### config.mk
export PLATFORM = sky130hd
export DESIGN_NAME = mp_sub_sequencer
export DESIGN_NICKNAME = d
export VERILOG_FILES = /design/src/rtl/alu_pkg.sv /design/src/rtl/mp_sub_sequencer.sv
export SDC_FILE = /design/constraint.sdc
export NUM_CORES = 1
export LEC_CHECK = 0
export BUFFER_PORTS_ARGS = -buffer_cell sky130_fd_sc_hd__buf_2
export CORE_MARGIN = 5
export CORE_UTILIZATION = 53
export CTS_CLUSTER_SIZE = 10
export DETAILED_ROUTE_END_ITERATION = 6
export GPL_TIMING_DRIVEN = 0
export HOLD_SLACK_MARGIN = 0.12
export PLACE_DENSITY = 0.8
export SLEW_MARGIN = 20
export SYNTH_ARGS = -nofsm -noshare
export SYNTH_HDL_FRONTEND = slang
export SYNTH_SLANG_ARGS = --single-unit
### constraint.sdc
create_clock -name clk -period 22.7 [get_ports clk]
set_input_delay 4.54 -clock clk [delete_from_list [all_inputs] [get_ports clk]]
set_output_delay 4.54 -clock clk [all_outputs]
set_load 0.02 [all_outputs]
### src/rtl/alu_pkg.sv
// rtl/alu_pkg.sv - shared ALU types and constants
package alu_pkg;

  localparam int LIMB_W_DEFAULT = 32;

  typedef enum logic [1:0] {
    S_IDLE  = 2'd0,
    S_ISSUE = 2'd1,
    S_WAIT  = 2'd2,
    S_DONE  = 2'd3
  } seq_state_t;

  function automatic int idx_width(input int words);
    return (words > 1) ? $clog2(words) : 1;
  endfunction

endpackage

### src/rtl/mp_sub_sequencer.sv
// rtl/mp_sub_sequencer.sv - multi-precision subtract sequencer feeding a registered limb subtractor
module mp_sub_sequencer
  import alu_pkg::*;
#(
  parameter int WORDS  = 4,
  parameter int LIMB_W = LIMB_W_DEFAULT
) (
  input  logic                      clk,
  input  logic                      rst,
  input  logic                      in_valid,
  output logic                      in_ready,
  input  logic [WORDS*LIMB_W-1:0]   in_a,
  input  logic [WORDS*LIMB_W-1:0]   in_b,
  output logic                      out_valid,
  input  logic                      out_ready,
  output logic [WORDS*LIMB_W-1:0]   out_diff,
  output logic                      out_borrow,
  output logic                      out_zero,
  output logic [LIMB_W-1:0]         sub_a,
  output logic [LIMB_W-1:0]         sub_b,
  output logic                      sub_borrow_in,
  input  logic [LIMB_W-1:0]         sub_difference,
  input  logic                      sub_borrow_out
);

  localparam int IDX_W = idx_width(WORDS);
  localparam int TOT_W = WORDS * LIMB_W;
  localparam logic [IDX_W-1:0] LAST_IDX = IDX_W'(WORDS - 1);

  seq_state_t        r_state, w_state_nxt;
  logic [IDX_W-1:0]  r_idx, w_idx_nxt;
  logic [TOT_W-1:0]  r_a, r_b, r_diff, w_diff_wr;
  logic [LIMB_W-1:0] r_sub_a, r_sub_b;
  logic              r_sub_bin, r_borrow, r_zero, r_valid;
  logic              w_last;

  assign w_last    = (r_idx == LAST_IDX);
  assign w_idx_nxt = r_idx + IDX_W'(1);

  // Result with the incoming limb merged in, so the zero flag sees the final limb too.
  always_comb begin
    w_diff_wr = r_diff;
    w_diff_wr[r_idx*LIMB_W +: LIMB_W] = sub_difference;
  end

  always_ff @(posedge clk or posedge rst) begin
    if (rst) r_state <= S_IDLE;
    else     r_state <= w_state_nxt;
  end

  always_comb begin
    w_state_nxt = r_state;
    case (r_state)
      S_IDLE:  if (in_valid)  w_state_nxt = S_ISSUE;
      S_ISSUE:                w_state_nxt = S_WAIT;
      S_WAIT:                 w_state_nxt = w_last ? S_DONE : S_ISSUE;
      S_DONE:  if (out_ready) w_state_nxt = S_IDLE;
      default:                w_state_nxt = S_IDLE;
    endcase
  end

  always_ff @(posedge clk or posedge rst) begin
    if (rst) begin
      r_idx     <= '0;
      r_a       <= '0;
      r_b       <= '0;
      r_diff    <= '0;
      r_sub_a   <= '0;
      r_sub_b   <= '0;
      r_sub_bin <= 1'b0;
      r_borrow  <= 1'b0;
      r_zero    <= 1'b1;
      r_valid   <= 1'b0;
    end else begin
      case (r_state)
        S_IDLE: if (in_valid) begin
          r_a       <= in_a;
          r_b       <= in_b;
          r_idx     <= '0;
          r_sub_a   <= in_a[LIMB_W-1:0];
          r_sub_b   <= in_b[LIMB_W-1:0];
          r_sub_bin <= 1'b0;
        end
        S_WAIT: begin
          r_diff   <= w_diff_wr;
          r_borrow <= sub_borrow_out;
          if (w_last) begin
            r_valid <= 1'b1;
            r_zero  <= (w_diff_wr == '0);
          end else begin
            r_idx     <= w_idx_nxt;
            r_sub_a   <= r_a[w_idx_nxt*LIMB_W +: LIMB_W];
            r_sub_b   <= r_b[w_idx_nxt*LIMB_W +: LIMB_W];
            r_sub_bin <= sub_borrow_out;
          end
        end
        S_DONE: if (out_ready) r_valid <= 1'b0;
        default: ;
      endcase
    end
  end

  assign in_ready      = (r_state == S_IDLE);
  assign out_valid     = r_valid;
  assign out_diff      = r_diff;
  assign out_borrow    = r_borrow;
  assign out_zero      = r_zero;
  assign sub_a         = r_sub_a;
  assign sub_b         = r_sub_b;
  assign sub_borrow_in = r_sub_bin;

endmodule
* Word level (Yosys, flattened, before mapping)
Cells that the tools add are included.
Word-level totals: register bits after elaboration 456, logic and storage cells 54
Cells by class: add/sub/neg operators 2, equal/unequal tests 8, shift-type cells 4, multiplexer cells 20, reduce and logical (&&, ||, !) cells 9
Operator list (number):
- 128-bit by 8-bit indexed part select with 32-bit output | 2
- 128-bit bitwise mux | 1
- 128-bit logical NOT | 1
- 32-bit two-way mux | 4
- 32-bit case mux with 2 select lines | 2
- 32-bit by 34-bit variable shift with 128-bit output (first input constant) | 1
- 32-bit by 34-bit indexed part select with 128-bit output | 1
- 7-bit negation with 34-bit output | 1
- 2-bit two-way mux | 5
- 2-bit != test (second input constant) | 4
- 2-bit case mux with 4 select lines | 1
- 2-bit equality test (second input constant) | 3
- 2-bit AND reduction | 3
- 3-bit AND reduction | 2
- 1-bit two-way mux | 4
- 1-bit case mux with 2 select lines | 2
- 2-bit case mux with 2 select lines | 1
- 2-bit nonzero test | 2
- 2-bit by 1-bit adder with 2-bit output (second input constant) | 1
- 2-bit by 1-bit equality test with 1-bit output (second input constant) | 1
- 2-bit logical NOT | 1

* Depth between registers and ports, before layout
Gate-level depths: netlist (run 1).
depth after elaboration 4, gate-level depth with buffers 12

* Worst setup path before layout (run 1)
No wires, ideal clock.
kind input-to-reg, start in sub_difference[28], end reg r_zero (netlist: out_zero), data arrival time 5.919 ns, data required time 22.639 ns, path slack 16.720 ns, stages on the path 5, buffers on the path 0, cells stage by stage or4_4 -> a2111oi_4 -> nand4b_1 -> nor4_1 -> a22o_1
Between the ends: cells in the longest elaborated chain, start to end 3
RTL lines:
- start, declared | line mp_sub_sequencer.sv:22 | input logic [LIMB_W-1:0] sub_difference,
- 32-bit by 34-bit indexed part select with 128-bit output | line mp_sub_sequencer.sv:43 | w_diff_wr[r_idx*LIMB_W +: LIMB_W] = sub_difference;
- 128-bit bitwise mux | line mp_sub_sequencer.sv:43
- 128-bit logical NOT | line mp_sub_sequencer.sv:89 | r_zero <= (w_diff_wr == '0);
- end signal, assigned | line mp_sub_sequencer.sv:89
- end, declared | line mp_sub_sequencer.sv:34 | logic r_sub_bin, r_borrow, r_zero, r_valid;
Every way passes these cells. A chain may end at the register's enable or synchronous reset.

* Worst setup path in the final report (run 1)
start reg r_state[0], end out in_ready
Between the ends: cells in the longest elaborated chain, start to end 1
RTL lines:
- start, declared | line mp_sub_sequencer.sv:30 | seq_state_t r_state, w_state_nxt;
- start signal, assigned | line mp_sub_sequencer.sv:48 | else r_state <= w_state_nxt;
- 2-bit logical NOT | line mp_sub_sequencer.sv:103 | assign in_ready = (r_state == S_IDLE);
- end, declared | line mp_sub_sequencer.sv:11 | output logic in_ready,
Every way passes these cells.

==> results.sh, run 1 <==
export IMPL_place_hpwl_um=47400
export IMPL_cts_root_buffer="clkbuf_16"
export IMPL_synthArstFlopShare_pct=100
export IMPL_grt_overflow=0
export IMPL_slowest_delay_ns=0.36
export IMPL_static_leakage_power_nw=11.3
export IMPL_viasPerCell=6.18
export IMPL_synth_cell_type_count=47
export IMPL_maxCapViolCount=0
export IMPL_intPower_mw=2.46
export IMPL_finalWirelength_um=64800
export IMPL_placed_area_um2=22600
export IMPL_pre_cts_slack_ns=16.06
export IMPL_status="finished clean"
export IMPL_fmax_mhz=165
export IMPL_fillerInstances=2675
export IMPL_wl_per_cell_um=26.3
export IMPL_grt_pass1_vias=16000
export IMPL_drtPass1Iterations=5
export IMPL_port_buffers=489
export IMPL_syn_instance_count=1420
export IMPL_p_sw_share_pct=37.3
export IMPL_crit_chain="buf_2 > nor2_1 > buf_2"
export IMPL_initial_utilization_pct=53.4
export IMPL_final_antenna_net_count=0
export IMPL_min_period_ns=6.06
export IMPL_cts_resized_gates=0
export IMPL_die_w_um=201
export IMPL_finalHoldViolations=0
export IMPL_arrival_ns=1.52
export IMPL_syn_to_final_growth_pct=24.0
export IMPL_worst_slew_pin_slew_ns=1.11
export IMPL_cp_num_buf_inv=2
export IMPL_final_common_cell="buf_2"
export IMPL_cts_tree="done"
export IMPL_power_density_nw_per_um2=163
export IMPL_layout_drive_gt1_share_pct=46.8
export IMPL_clk_pin_slew_ns=0.06
export IMPL_crit_path_frequent_cell="buf_2"
export IMPL_cts_inserted_buffers=52
export IMPL_dr_total_vias=15300
export IMPL_drt_iter0_drc=1174
export IMPL_drc=0
export IMPL_clockBufferDepth=3
export IMPL_hold_buffers=0
export IMPL_slew_headroom_pct=25.5
export IMPL_finish_instance_area_um2=24000
export IMPL_nets=2267
export IMPL_die_area_um2=40500
export IMPL_p_clk_share_pct=19.1
export IMPL_skew_ns=0.0193
export IMPL_core_area_um2=36300
export IMPL_cp_start_kind="register"
export IMPL_worstSetupPathType="register to output pin"
export IMPL_instances_no_fill=2469
export IMPL_io_pin_count=490
export IMPL_synth_edff_count=0
export IMPL_die_y_um=201
export IMPL_critPathTopFamily="buffers and inverters"
export IMPL_setup_viol=0
export IMPL_ys_ff_latch=456
export IMPL_std_cell_rows=70
export IMPL_ys_warnings_count=0
export IMPL_peakVddDrop_mv=0.103
export IMPL_cts_setup_buffers=0
export IMPL_fin_util_pct=66.2
export IMPL_track_usage_pct=31.6
export IMPL_path_max_fanout=9
export IMPL_grt_pass1_wl_um=98800
export IMPL_hp_class="register to register"
export IMPL_yosysSeqAreaShare_pct=58.8
export IMPL_final_cell_mix="buf_2 (530), dfrtp_1 (455), mux2_2 (257)"
export IMPL_setup_ws_ns=16.64
export IMPL_power_frac_comb_pct=42.9
export IMPL_insertion_delay_ns=0.59
export IMPL_fin_crit_sh_pct=26.7
export IMPL_cpMaxStageDelayCell="dfrtp_1"
export IMPL_grt_max_degree=110
export IMPL_avgSynthCellArea_um2=13.7
export IMPL_place_gp_congestion=0.958
export IMPL_required_ns=18.16
export IMPL_dp_cells=2382
export IMPL_antenna_found_initial=25
export IMPL_endpoint_kind="output pin"
export IMPL_clock_sinks=456
export IMPL_ys_flop_type="dfrtp_1"
export IMPL_finalMaxSlewViolations=0
export IMPL_tns_ns=0
export IMPL_cts_max_level=2
export IMPL_netlist_area_um2=19400
export IMPL_synthesis_nets=1719
export IMPL_p_sw_mw=1.46
export IMPL_seqPwrFrac_pct=38.0
export IMPL_rsz0062_at_grt="no"
[power groups by stage]
stage	registers [mW]	logic (mW)	clock network, mW
4_1_cts	1.48	1.68	0.756
3_3_place_gp	1.46	1.63	0
6_report	1.49	1.68	0.749
3_5_place_dp	1.48	1.68	0
2_1_floorplan	1.60	0.999	0
5_1_grt	1.53	1.80	0.791
[cell families after synthesis]
kind of cell / Yosys count / synth area share, %
AO/OA/AOI/OAI: 230 / 9.23
buffers and inverters: 104 / 2.33
adder cells (fa/ha/maj): 6 / 0.387
AND/OR/NAND/NOR: 303 / 6.87
multiplexers: 321 / 22.3
flip-flops: 456 / 58.8
[through the flow]
| stage | hold WS [ns] | power [mW] |
|---|---|---|
| 2_1_floorplan | 0.475 | 2.59 |
| 3_3_place_gp | 0.468 | 3.10 |
| 3_5_place_dp | 0.490 | 3.16 |
| 4_1_cts | 0.502 | 3.92 |
| 5_1_grt | 0.508 | 4.12 |
| 6_report | 0.497 | 3.92 |
[layout make-up]
cell class / instances / area (um^2) / share of cell area [%]
clock inverters: 4 / 52.6 / 0.219
diodes: 16 / 40.0 / 0.166
clock buffers: 67 / 1390 / 5.78
well taps: 468 / 586 / 2.43
plain buffers: 99 / 434 / 1.81
repair buffers: 494 / 2570 / 10.7
multi-input cells: 860 / 7540 / 31.3
inverters: 5 / 26.3 / 0.109
flip-flops and latches: 456 / 11400 / 47.5
[worst paths after layout]
path,slack [ns],cells after the start,from,to
worst max-delay path,16.64,3,r_state[0]$_DFFE_PP0P_,in_ready
worst min-delay path,0.50,1,r_a[8]$_DFFE_PP0P_,r_a[8]$_DFFE_PP0P_
worst max register to register,18.57,9,r_idx[0]$_DFFE_PP0P_,out_diff[18]$_DFFE_PP0P_
worst min register to register,0.50,1,r_a[8]$_DFFE_PP0P_,r_a[8]$_DFFE_PP0P_
max in group asynchronous,16.92,5,rst,r_b[82]$_DFFE_PP0P_
min in group asynchronous,3.99,2,rst,r_a[52]$_DFFE_PP0P_
[state kept, by name (all words and copies together), names as in the netlist]
| register | count |
|---|---|
| out_diff | 128 |
| r_a | 128 |
| r_b | 128 |
| sub_a | 32 |
| sub_b | 32 |
| r_idx | 2 |
| r_state | 2 |
| out_borrow | 1 |
| out_valid | 1 |
| out_zero | 1 |
| sub_borrow_in | 1 |
[synthesized netlist by cell type (2+ instances only)]
cell | number | area share (%)
mux4_2 | 64 | 7.4
a22o_2 | 3 | 0.15
nand2_1 | 150 | 2.9
inv_1 | 5 | 0.097
o21ai_0 | 10 | 0.26
clkbuf_1 | 51 | 0.99
buf_1 | 5 | 0.097
buf_2 | 41 | 1.1
nor4_1 | 36 | 1.2
nand3_1 | 4 | 0.10
a22o_1 | 126 | 5.7
mux2_2 | 257 | 15
dfrtp_1 | 455 | 59
nor3_1 | 15 | 0.39
nor2b_1 | 2 | 0.064
a41oi_1 | 3 | 0.14
nand2b_1 | 2 | 0.064
a31oi_1 | 64 | 2.1
nand4_1 | 5 | 0.16
a21oi_1 | 11 | 0.28
nor2_1 | 78 | 1.5
ha_1 | 6 | 0.39
nor4_2 | 2 | 0.13
nand3b_1 | 2 | 0.077
[metal layers]
metal / routed length, um / track usage [%] / vias up
met5: 92 / 0 / -
li1: - / - / 6397
met4: 2520 / 13.5 / 16
met2: 31900 / 52.1 / 911
met1: 23900 / 40.1 / 7782
met3: 6400 / 7.91 / 164
No activity file was read; power rests on OpenSTA's default activity.
==> run 2, diff against run 1 <==
==> constraint.sdc (replaced) <==
create_clock -name clk -period 5.6 [get_ports clk]
set_input_delay 1.12 -clock clk [delete_from_list [all_inputs] [get_ports clk]]
set_output_delay 1.12 -clock clk [all_outputs]
set_load 0.02 [all_outputs]
==> results.sh, run 2 (synthesized netlist as in run 1, its figures left out) <==
export IMPL_status="finished clean"
export IMPL_clk_pin_slew_ns=0.06
export IMPL_worst_slew_pin_slew_ns=1.07
export IMPL_final_cell_mix="buf_2 (530), dfrtp_1 (455), mux2_2 (257)"
export IMPL_io_pin_count=490
export IMPL_core_area_um2=36300
export IMPL_intPower_mw=9.96
export IMPL_clockBufferDepth=3
export IMPL_crit_path_frequent_cell="buf_2"
export IMPL_cts_inserted_buffers=52
export IMPL_cts_resized_gates=0
export IMPL_instances_no_fill=2487
export IMPL_die_y_um=201
export IMPL_crit_end="out_diff[26]$_DFFE_PP0P_"
export IMPL_cpMaxStageDelayCell="nor4_1"
export IMPL_fillerInstances=2621
export IMPL_insertion_delay_ns=0.59
export IMPL_die_area_um2=40500
export IMPL_hold_buffers=0
export IMPL_slew_headroom_pct=28.3
export IMPL_use_met2_pct=50.8
export IMPL_slowest_delay_ns=0.92
export IMPL_r2r_slack_ns=1.45
export IMPL_finalWirelength_um=65000
export IMPL_reg2reg_from="r_idx[0]$_DFFE_PP0P_"
export IMPL_grt_overflow=0
export IMPL_required_ns=6.10
export IMPL_track_usage_pct=31.5
export IMPL_std_cell_rows=70
export IMPL_drtPass1Iterations=5
export IMPL_dr_total_vias=15400
export IMPL_static_leakage_power_nw=11.4
export IMPL_maxCapViolCount=0
export IMPL_cts_max_level=2
export IMPL_crit_chain="buf_2 > buf_1 > inv_1 > ha_1 > buf_2 > buf_2 > nor4_1 > clkbuf_1 > a22o_1"
export IMPL_total_power_mw=15.9
export IMPL_syn_to_final_growth_pct=25.2
export IMPL_cp_num_buf_inv=6
export IMPL_setup_viol=0
export IMPL_p_sw_mw=5.91
export IMPL_cts_setup_buffers=0
export IMPL_peakVddDrop_mv=0.366
export IMPL_layout_drive_gt1_share_pct=47.1
export IMPL_use_met1_pct=40.5
export IMPL_cts_tree="done"
export IMPL_holdWs_ns=0.485
export IMPL_port_buffers=489
export IMPL_worstSetupPathType="register to register"
export IMPL_p_sw_share_pct=37.2
export IMPL_grt_use_met3_pct=7.69
export IMPL_fin_crit_sh_pct=74.1
export IMPL_antenna_found_initial=29
export IMPL_grt_pass1_wl_um=98700
export IMPL_drc=0
export IMPL_place_hpwl_um=48400
export IMPL_wl_per_cell_um=26.1
export IMPL_drt_iter0_drc=1067
export IMPL_finalHoldViolations=0
export IMPL_grt_max_degree=37
export IMPL_r2r_cells=9
export IMPL_hp_class="register to register"
export IMPL_cp_depth=9
export IMPL_die_w_um=201
export IMPL_nets=2278
export IMPL_critPathTopFamily="buffers and inverters"
export IMPL_seqPwrFrac_pct=38.0
export IMPL_cts_root_buffer="clkbuf_16"
export IMPL_skew_ns=0.0245
export IMPL_viasPerCell=6.17
export IMPL_rsz0062_at_grt="no"
export IMPL_arrival_ns=4.65
export IMPL_p_clk_share_pct=19.0
export IMPL_cp_start_kind="register"
export IMPL_endpoint_kind="register"
export IMPL_dp_cells=2393
export IMPL_path_max_fanout=10
export IMPL_initial_utilization_pct=53.4
export IMPL_final_common_cell="buf_2"
export IMPL_critPathLaunch="r_idx[0]$_DFFE_PP0P_"
export IMPL_place_gp_congestion=0.951
export IMPL_grt_pass1_vias=16100
export IMPL_fin_util_pct=66.8
export IMPL_power_density_nw_per_um2=653
export IMPL_clock_sinks=456
export IMPL_tns_ns=0
export IMPL_final_antenna_net_count=0
export IMPL_grt_busiest_layer="met2"
export IMPL_power_frac_comb_pct=43.0
export IMPL_fmax_mhz=241
export IMPL_min_period_ns=4.15
export IMPL_rr_endpoint="out_diff[26]$_DFFE_PP0P_"
export IMPL_finalMaxSlewViolations=0
## run 2: how the worst min path moves through the flow
stage | startpoint | endpoint | depth (start not counted)
3_3_place_gp | out_borrow$_DFFE_PP0P_ | out_borrow$_DFFE_PP0P_ | 2
2_1_floorplan | r_a[0]$_DFFE_PP0P_ | r_a[0]$_DFFE_PP0P_ | 1
3_5_place_dp | sub_borrow_in$_DFFE_PP0P_ | sub_borrow_in$_DFFE_PP0P_ | 2
5_1_grt | r_b[81]$_DFFE_PP0P_ | r_b[81]$_DFFE_PP0P_ | 1
6_report | sub_borrow_in$_DFFE_PP0P_ | sub_borrow_in$_DFFE_PP0P_ | 2
4_1_cts | sub_borrow_in$_DFFE_PP0P_ | sub_borrow_in$_DFFE_PP0P_ | 2
## run 2: power by group through the flow
stage | registers [mW] | clock network [mW] | logic (mW)
floorplan | 6.47 | 0 | 4.05
global placement | 5.94 | 0 | 6.61
detailed placement | 6.01 | 0 | 6.80
CTS | 5.97 | 3.05 | 6.84
global route | 6.18 | 3.20 | 7.31
finish | 6.02 | 3.02 | 6.82
## run 2: layer usage
metal	wire length (um)	part of all wire [%]	vias to the layer above
met2	31400	48	876
met3	5900	9.1	218
met1	24200	37	7823
met4	3390	5.2	20
li1	-	-	6415
met5	118	0.18	-
## run 2: worst reg2reg max path: stages (launching register included)
cell and delay, ns:
dfrtp_1 0.43, buf_2 0.27, buf_1 0.71, inv_1 0.21
ha_1 0.33, buf_2 0.23, buf_2 0.28, nor4_1 0.92
clkbuf_1 0.45, a22o_1 0.23
## run 2: metrics by stage
| step | setup WS (ns) | instance area, um^2 |
|---|---|---|
| global placement | -4.11 | 22400 |
| finish | 1.45 | 24300 |
| global route | 1.19 | 24300 |
| detailed placement | 1.51 | 22800 |
| CTS | 1.45 | 24200 |
| floorplan | -1.69 | 19400 |
## run 2: layout make-up
| class | count | area (um^2) | share of cell area, % |
|---|---|---|---|
| flip-flops and latches | 456 | 11400 | 47.0 |
| multi-input cells | 860 | 7540 | 31.1 |
| repair buffers | 505 | 2790 | 11.5 |
| clock buffers | 69 | 1420 | 5.84 |
| well taps | 468 | 586 | 2.41 |
| plain buffers | 99 | 434 | 1.79 |
| diodes | 22 | 55.1 | 0.227 |
| clock inverters | 3 | 28.8 | 0.119 |
| inverters | 5 | 22.5 | 0.0928 |
==> run 3, diff against run 2 <==
==> constraint.sdc (replaced) <==
create_clock -name clk -period 4.2 [get_ports clk]
set_input_delay 0.84 -clock clk [delete_from_list [all_inputs] [get_ports clk]]
set_output_delay 0.84 -clock clk [all_outputs]
set_load 0.02 [all_outputs]
==> results.sh, run 3 (synthesized netlist as in run 1, its figures left out) <==
export IMPL_place_hpwl_um=48400
export IMPL_clockBufferDepth=3
export IMPL_dr_total_vias=15300
export IMPL_worst_slew_pin_slew_ns=1.06
export IMPL_fin_crit_sh_pct=85.9
export IMPL_std_cell_rows=70
export IMPL_hold_buffers=0
export IMPL_required_ns=4.63
export IMPL_die_w_um=201
export IMPL_final_common_cell="buf_2"
export IMPL_crit_chain="buf_2 > clkbuf_2 > inv_1 > ha_1 > buf_2 > buf_2 > buf_2 > mux4_2 > nand2_1 > a31oi_1"
export IMPL_skew_ns=0.0243
export IMPL_clk_pin_slew_ns=0.06
export IMPL_total_power_mw=21.2
export IMPL_hp_class="input pin to asynchronous set/reset pin"
export IMPL_grt_overflow=0
export IMPL_grt_pass1_wl_um=98700
export IMPL_clock_sinks=456
export IMPL_drc=0
export IMPL_io_pin_count=490
export IMPL_nets=2278
export IMPL_min_period_ns=3.61
export IMPL_setup_ws_ns=0.591
export IMPL_path_max_fanout=10
export IMPL_cp_start_kind="register"
export IMPL_layout_drive_gt1_share_pct=47.2
export IMPL_crit_path_frequent_cell="buf_2"
export IMPL_final_antenna_net_count=0
export IMPL_instances_no_fill=2487
export IMPL_static_leakage_power_nw=11.4
export IMPL_cts_inserted_buffers=52
export IMPL_slowest_delay_ns=0.55
export IMPL_endpoint_kind="register"
export IMPL_status="finished clean"
export IMPL_fillerInstances=2621
export IMPL_track_usage_pct=31.5
export IMPL_antenna_found_initial=29
export IMPL_worstSetupPathType="register to register"
export IMPL_die_y_um=201
export IMPL_die_area_um2=40500
export IMPL_grt_pass1_vias=16100
export IMPL_cts_tree="done"
export IMPL_initial_utilization_pct=53.4
export IMPL_cpMaxStageDelayCell="mux4_2"
export IMPL_fmax_mhz=277
export IMPL_place_gp_congestion=0.951
export IMPL_slew_headroom_pct=29.0
export IMPL_viasPerCell=6.16
export IMPL_final_cell_mix="buf_2 (530), dfrtp_1 (455), mux2_2 (257)"
export IMPL_cts_max_level=2
export IMPL_finalHoldViolations=0
export IMPL_drtPass1Iterations=5
export IMPL_rsz0062_at_grt="no"
export IMPL_finalMaxSlewViolations=0
export IMPL_maxCapViolCount=0
export IMPL_insertion_delay_ns=0.59
export IMPL_setup_viol=0
export IMPL_arrival_ns=4.04
export IMPL_finalWirelength_um=65000
export IMPL_core_area_um2=36300
export IMPL_drt_iter0_drc=1094
export IMPL_peakVddDrop_mv=0.488
export IMPL_port_buffers=489
export IMPL_fin_util_pct=66.9
export IMPL_wl_per_cell_um=26.1
export IMPL_pre_cts_slack_ns=0.112
export IMPL_cts_root_buffer="clkbuf_16"
export IMPL_grt_max_degree=37
export IMPL_power_density_nw_per_um2=871
export IMPL_dp_cells=2393
export IMPL_syn_to_final_growth_pct=25.3
-- run 3: layout make-up --
cell class | instances | area, um^2 | share of cell area, %
clock buffer | 69 | 1420 | 5.83
clock inverter | 3 | 28.8 | 0.118
multi-input combinational | 860 | 7560 | 31.1
sequential | 456 | 11400 | 47.0
timing repair buffer | 505 | 2790 | 11.5
buffer | 99 | 435 | 1.79
inverter | 5 | 22.5 | 0.0927
antenna | 22 | 55.1 | 0.227
tap | 468 | 586 | 2.41
-- run 3: repair_timing --
action	in CTS	in global routing
hold endpoints to repair	0	0
gates resized for setup	0	4
setup endpoints to repair	0	57
setup buffers	0	0
-- run 3: worst max-delay path: cells and delay by family (launching register included) --
| family | cells | cell delay, ns |
|---|---|---|
| and+or+nand+nor | 1 | 0.08 |
| AOI/OAI and AO/OA | 1 | 0.09 |
| DFF | 1 | 0.43 |
| muxes | 1 | 0.55 |
| buffers and inverters | 6 | 1.98 |
| adders and majority gates | 1 | 0.30 |
-- run 3: metal layers --
metal / global-route usage, % / routed length, um / share of wire [%]
met1: 40.5 / 24200 / 37
met2: 50.8 / 31300 / 48
met3: 7.69 / 5790 / 8.9
met4: 15.4 / 3580 / 5.5
met5: 0 / 125 / 0.19
-- run 3: path summary, 6_finish.rpt --
kind                                              to                       from  cells past startpoint  slack (ns)
max                            sub_a[31]$_DFFE_PP0P_       r_idx[0]$_DFFE_PP0P_                     10        0.59
min                             r_a[116]$_DFFE_PP0P_                        rst                      2        0.29
max reg2reg                    sub_a[31]$_DFFE_PP0P_       r_idx[0]$_DFFE_PP0P_                     10        0.59
min reg2reg                sub_borrow_in$_DFFE_PP0P_  sub_borrow_in$_DFFE_PP0P_                      2        0.49
max in group asynchronous       r_b[115]$_DFFE_PP0P_                        rst                      7        2.42
min in group clk              r_state[0]$_DFFE_PP0P_                  out_ready                      2        0.45
-- run 3: where the power goes --
group | internal, mW | total, mW | leakage [nW] | switching [mW]
Clock | 2.32 | 4.03 | 0.700 | 1.71
Sequential | 6.56 | 8.04 | 5.61 | 1.48
Combinational | 4.40 | 9.10 | 5.12 | 4.70
Total | 13.3 | 21.2 | 11.4 | 7.89
-- run 3: per-stage QoR --
stage                     hold WS [ns]  instance area, um^2  TNS (ns)
after floorplan                  0.475                19400  -1278.84
after global placement           0.462                22400  -2357.41
after detailed placement         0.473                22800         0
after CTS                        0.277                24200         0
after global routing             0.317                24300         0
final                            0.287                24300         0
